==> config.mk <==
export PLATFORM = sky130hd
export DESIGN_NAME = serial_sub
export DESIGN_NICKNAME = d
export VERILOG_FILES = /design/src/rtl/sub_pkg.sv /design/src/rtl/fs_cell.sv /design/src/rtl/serial_sub.sv
export SDC_FILE = /design/constraint.sdc
export NUM_CORES = 1
export LEC_CHECK = 0
export CORE_UTILIZATION = 46
export CTS_BUF_LIST = sky130_fd_sc_hd__clkbuf_4 sky130_fd_sc_hd__clkbuf_8 sky130_fd_sc_hd__clkbuf_16
export CTS_CLUSTER_DIAMETER = 60
export CTS_CLUSTER_SIZE = 14
export DETAILED_ROUTE_END_ITERATION = 10
export HOLD_SLACK_MARGIN = 0.05
export PLACE_DENSITY = 0.79
export SLEW_MARGIN = 0
export SYNTH_ARGS = -nofsm -noshare
export SYNTH_HDL_FRONTEND = slang
export SYNTH_SLANG_ARGS = --single-unit
==> constraint.sdc <==
create_clock -name clk -period 1.9 [get_ports clk]
set_input_delay 0.38 -clock clk [delete_from_list [all_inputs] [get_ports clk]]
set_output_delay 0.38 -clock clk [all_outputs]
set_load 0.05 [all_outputs]
==> src/rtl/sub_pkg.sv <==
// Shared types and elaboration limits for the bit-serial subtractor.
package sub_pkg;

   typedef enum logic [1:0] {
      IDLE = 2'd0,
      RUN  = 2'd1,
      DONE = 2'd2
   } sub_state_t;

   localparam int MIN_WIDTH = 2;

   function automatic bit width_legal(input int w);
      return (w >= MIN_WIDTH);
   endfunction

endpackage

==> src/rtl/fs_cell.sv <==
// Combinational 1-bit full subtractor: diff = a - b - bin, with borrow out.
module fs_cell
   import sub_pkg::*;
(
   input  logic a,
   input  logic b,
   input  logic bin,
   output logic diff,
   output logic bout
);

   assign diff = a ^ b ^ bin;
   assign bout = (~a & b) | (~(a ^ b) & bin);

endmodule

==> src/rtl/serial_sub.sv <==
// Bit-serial subtractor: a - b - bin over WIDTH bits, LSB first, one bit per clock,
// with start/busy/done handshake and signed-overflow flag.
module serial_sub
   import sub_pkg::*;
#(
   parameter int WIDTH = 8
) (
   input  logic             clk,
   input  logic             rst,
   input  logic             start,
   input  logic [WIDTH-1:0] a,
   input  logic [WIDTH-1:0] b,
   input  logic             bin,
   output logic [WIDTH-1:0] diff,
   output logic             bout,
   output logic             ovf,
   output logic             busy,
   output logic             done
);

   localparam int CW = (WIDTH > 1) ? $clog2(WIDTH) : 1;
   localparam logic [CW-1:0] LAST_CNT = CW'(WIDTH - 1);

   generate
      if (!width_legal(WIDTH)) begin : g_width_chk
         $error("serial_sub: WIDTH must be at least %0d", MIN_WIDTH);
      end
   endgenerate

   sub_state_t       state_r;
   logic [WIDTH-1:0] a_sh_r;
   logic [WIDTH-1:0] b_sh_r;
   logic [WIDTH-1:0] res_r;
   logic [CW-1:0]    cnt_r;
   logic             brw_r;
   logic             bout_r;
   logic             ovf_r;
   logic             busy_r;
   logic             done_r;
   logic             d_s;
   logic             bo_s;

   fs_cell u_cell (
      .a    (a_sh_r[0]),
      .b    (b_sh_r[0]),
      .bin  (brw_r),
      .diff (d_s),
      .bout (bo_s)
   );

   // Control FSM, operand shifters, bit counter and result/flag registers.
   always_ff @(posedge clk) begin
      if (rst) begin
         state_r <= IDLE;
         a_sh_r  <= '0;
         b_sh_r  <= '0;
         res_r   <= '0;
         cnt_r   <= '0;
         brw_r   <= 1'b0;
         bout_r  <= 1'b0;
         ovf_r   <= 1'b0;
         busy_r  <= 1'b0;
         done_r  <= 1'b0;
      end else begin
         case (state_r)
            IDLE: begin
               done_r <= 1'b0;
               if (start) begin
                  a_sh_r  <= a;
                  b_sh_r  <= b;
                  brw_r   <= bin;
                  cnt_r   <= '0;
                  res_r   <= '0;
                  busy_r  <= 1'b1;
                  state_r <= RUN;
               end else begin
                  busy_r  <= 1'b0;
                  state_r <= IDLE;
               end
            end
            RUN: begin
               res_r  <= {d_s, res_r[WIDTH-1:1]};
               a_sh_r <= {1'b0, a_sh_r[WIDTH-1:1]};
               b_sh_r <= {1'b0, b_sh_r[WIDTH-1:1]};
               brw_r  <= bo_s;
               busy_r <= 1'b1;
               // Overflow is borrow into the MSB XOR borrow out of it; counter stops at the last bit.
               if (cnt_r == LAST_CNT) begin
                  ovf_r   <= brw_r ^ bo_s;
                  bout_r  <= bo_s;
                  done_r  <= 1'b1;
                  state_r <= DONE;
               end else begin
                  cnt_r   <= cnt_r + CW'(1);
                  done_r  <= 1'b0;
                  state_r <= RUN;
               end
            end
            DONE: begin
               busy_r  <= 1'b0;
               done_r  <= 1'b0;
               state_r <= IDLE;
            end
            default: begin
               busy_r  <= 1'b0;
               done_r  <= 1'b0;
               state_r <= IDLE;
            end
         endcase
      end
   end

   assign diff = res_r;
   assign bout = bout_r;
   assign ovf  = ovf_r;
   assign busy = busy_r;
   assign done = done_r;

endmodule

==> key figures <==
Outcome
  – Status: complete, but fails checks
  – Failing checks: design-rule violations

Worst hold path
  – Worst hold path cell count: 2
  – Hold Crit Class: reg -> reg

STA
  – Final Setup Violations: 0
  – Slew Viols, Final: 0
  – Setup TNS: 0 ns
  – Post-route setup slack: 0.0772 ns
  – Least-Margin Pin Slew: between 0.5 and 0.6 ns
  – RSZ-0062 raised after global routing: false
  – Final hold viol count: 0
  – Max Fclk: roughly 550 MHz
  – Final min period: between 1.5 and 2 ns
  – Clk_skew: 0.00650 ns
  – Worst slew margin: around 65%
  – Period utilisation layout: 95.9%

Clock tree
  – Hold buffers post-CTS: 0
  – Clock sinks: 34
  – H-Tree Depth: 2
  – Number of CTS-inserted buffers: 5
  – CTS tree: yes
  – Clock Pin Slew Worst Setup and Hold Paths: 0.09 ns
  – Number of buffers added for setup after CTS: 0
  – Worst-Skew Late Latency: roughly 0.33 ns
  – Root Driver: clkbuf_4
  – CTS Buffer Depth: 2

Global route
  – GRT Overall Usage: approximately 20%
  – Initial antenna violation count: 0
  – First-pass GRT wire length: roughly 5000 um
  – Number of global-route vias before repair: approximately 1100
  – Largest net degree at the start of global routing: 24
  – Grt ovf: 0

Floorplan
  – Die Height: roughly 58 um
  – FP Rows: 19
  – DIE AREA: roughly 3400 um^2
  – Die X: around 58 um
  – Area of the core: roughly 2900 um^2
  – Num ports: 32
  – Initial Util: roughly half

Synth
  – Yosys reg bits: 34
  – Syn_nets: 173
  – Syn Inst Count: 150
  – Post-Syn Area: 1440 um^2
  – Synth Area in Adders: 3.12%
  – Compound-Gate Fraction of Synth Area: 19.9%
  – XOR/XNOR share of the synthesized area: 0.607%
  – Post-synthesis simple-gate area fraction: 13.1%
  – Seq/Total Area, Yosys: between 40% and 50%
  – Largest family of logic cells by synthesized area: compound AO/OA/AOI/OAI gates
  – Mux contribution to synthesized area: roughly 8.4%
  – Synth warn: 0
  – Mean Syn Cell Area: ~9.6 um^2
  – Distinct cells, synth: 32

Place
  – Final HPWL DP: roughly 2100 um
  – Worst slack at placement: about 0.18 ns
  – Placed cell count: around 200
  – Routability congestion estimate: 0.745
  – Placed standard-cell area: between 1500 and 2000 um^2
  – Port bufs: 31

Critical path
  – Slowest cell on crit path: clkdlybuf4s50_1
  – Crit path DAT: ~1.4 ns
  – Crit-path max cell delay: 0.79 ns
  – CP top delay family: buffers and inverters
  – Startpoint class of the critical path: flop
  – Crit Path Class: reg -> out
  – Crit path buf inv count: 1
  – CP Cell Sequence: clkdlybuf4s50_1
  – Critical Path End Type: output port
  – R2R depth: 3
  – CP max FO: 1
  – Critical path depth: 1
  – WP data required: 1.52 ns

Cells and area
  – Layout cells sized above 1: under 10%
  – Fill count: between 200 and 300
  – Register area: 681 um^2
  – Area Growth Syn to Fin: 25.4%
  – Layout Cells excl Fill: roughly 210
  – Final #Nets: roughly 200
  – Fin area: between 1500 and 2000 um^2
  – Antenna fix cells: 0
  – Multi-input gate area in the final layout: approximately 650 um^2

Detailed routing
  – Initial drt markers: 30
  – WL per Instance: roughly 13 um
  – Final wirelength: roughly 2800 um
  – Routed vias: 1175
  – Avg Vias per Cell: between 5 and 6
  – Pre-antenna DRT Iters: 7
  – Residual DRC: 1
  – Antenna Nets Post-Route: 0

Pwr
  – VDD IR max: about 530 uV
  – Static Leak: just under 0.8 nW
  – PD cells: roughly 780 nW/um^2

Run
  – Max Cap Viol: 0
-- sequential cells by signal, summed over array words and instances (netlist names) --
name / count
a_sh_r: 8
b_sh_r: 8
diff: 8
cnt_r: 3
state_r: 2
bout: 1
brw_r: 1
busy: 1
done: 1
ovf: 1
-- placed cells by master (no fill, tap or decap) --
master / synthesis / routed
inv_1: 4 / 4
mux2i_1: 11 / 11
a22oi_1: 10 / 10
buf_4: 1 / 4
nor3b_1: 1 / 1
a211oi_1: 15 / 15
buf_12: 0 / 1
dfxtp_1: 34 / 34
dlygate4sd2_1: 0 / 7
clkbuf_4: 0 / 6
nand3_1: 3 / 3
clkbuf_8: 0 / 1
xnor2_1: 1 / 1
fa_1: 1 / 1
o21ba_1: 1 / 1
dlymetal6s2s_1: 0 / 3
nor2b_1: 1 / 1
o21bai_2: 1 / 1
clkdlybuf4s50_1: 0 / 21
and2b_1: 1 / 1
clkinv_2: 0 / 1
a311oi_1: 1 / 1
nor2_1: 28 / 28
a31oi_1: 3 / 3
mux2_2: 1 / 1
nand2b_1: 1 / 1
nand2_1: 4 / 4
nor4bb_1: 1 / 1
a21oi_1: 5 / 5
ha_1: 2 / 2
nand3b_1: 1 / 1
o22ai_1: 3 / 3
nor4b_1: 1 / 1
o21a_1: 1 / 1
-- worst reg2reg max path, stage by stage, from the launching register on --
cell and delay, ns:
dfxtp_1 0.64, and2b_1 0.46, a21oi_1 0.12, a311oi_1 0.24
-- cell type report --
cell class / instances / area share [%]
clock buffer: 7 / 3.25
clock inverter: 1 / 0.277
inverter: 4 / 0.830
multi-input combinational: 98 / 36.0
sequential: 34 / 37.6
tap: 31 / 2.14
timing repair buffer: 36 / 19.8
-- per-stage QoR --
stage               power (mW)  hold slack (ns)  utilization [%]
finish                    1.42            0.457             63.4
global placement         0.998            0.444             61.2
detailed placement        1.01            0.448             61.2
floorplan                0.934            0.449                -
global route              1.51            0.486             63.4
CTS                       1.43            0.462             63.2
-- power breakdown --
group	total [mW]	switching, mW	internal [mW]
Clock	0.427	0.234	0.194
Combinational	0.211	0.102	0.108
Sequential	0.778	0.0270	0.751
Total	1.42	0.363	1.05
-- final timing paths --
| kind | slack (ns) | startpoint | end |
|---|---|---|---|
| worst min register to register | 0.46 | ovf$_SDFFE_PP0P_ | ovf$_SDFFE_PP0P_ |
| worst max register to register | 0.35 | state_r[0]$_SDFF_PP0_ | bout$_SDFFE_PP0P_ |
| worst max-delay path | 0.08 | busy$_SDFF_PP0_ | busy |
| worst min-delay path | 0.46 | ovf$_SDFFE_PP0P_ | ovf$_SDFFE_PP0P_ |
-- kinds of logic after synthesis --
kind of cell,Yosys count
muxes,12
and+or+nand+nor,42
buffers and inverters,18
DFF,34
adders and majority gates,3
AOI/OAI and AO/OA,40
xor gates and xnor gates,1
-- metal layers --
| layer | vias to the layer above | global-route usage, % | part of all wire [%] | routed length, um |
|---|---|---|---|---|
| li1 | 590 | - | - | - |
| met1 | 558 | 24.1 | 43 | 1210 |
| met2 | 25 | 32.2 | 52 | 1470 |
| met3 | 2 | 8.71 | 4.9 | 139 |
| met4 | 0 | 7.14 | 0.28 | 8 |
| met5 | - | 0 | 0 | 0 |
-- repair_timing --
item / CTS / global route
gates resized for setup: 7 / 3
endpoints found under the setup margin: 7 / 3
pin swaps: 0 / 0
hold endpoints to repair: 0 / 0
-- synth_stat cells --
library cell / instances / area, um^2
dfxtp_1: 34 / 681
nor2_1: 28 / 105
a211oi_1: 15 / 113
mux2i_1: 11 / 110
a22oi_1: 10 / 75.1
a21oi_1: 5 / 25.0
clkbuf_1: 5 / 18.8
inv_1: 4 / 15.0
nand2_1: 4 / 15.0
a31oi_1: 3 / 18.8
buf_2: 3 / 15.0
buf_6: 3 / 33.8
nand3_1: 3 / 15.0
o22ai_1: 3 / 18.8
ha_1: 2 / 25.0
a311oi_1: 1 / 8.76
and2b_1: 1 / 7.51
buf_4: 1 / 7.51
buf_8: 1 / 15.0
clkbuf_2: 1 / 5.00
fa_1: 1 / 20.0
mux2_2: 1 / 11.3
nand2b_1: 1 / 6.26
nand3b_1: 1 / 7.51
nor2b_1: 1 / 6.26
nor3b_1: 1 / 7.51
nor4b_1: 1 / 8.76
nor4bb_1: 1 / 10.0
o21a_1: 1 / 7.51
o21ba_1: 1 / 10.0
o21bai_2: 1 / 11.3
xnor2_1: 1 / 8.76
Note: power is estimated with default switching activity, not from simulation.
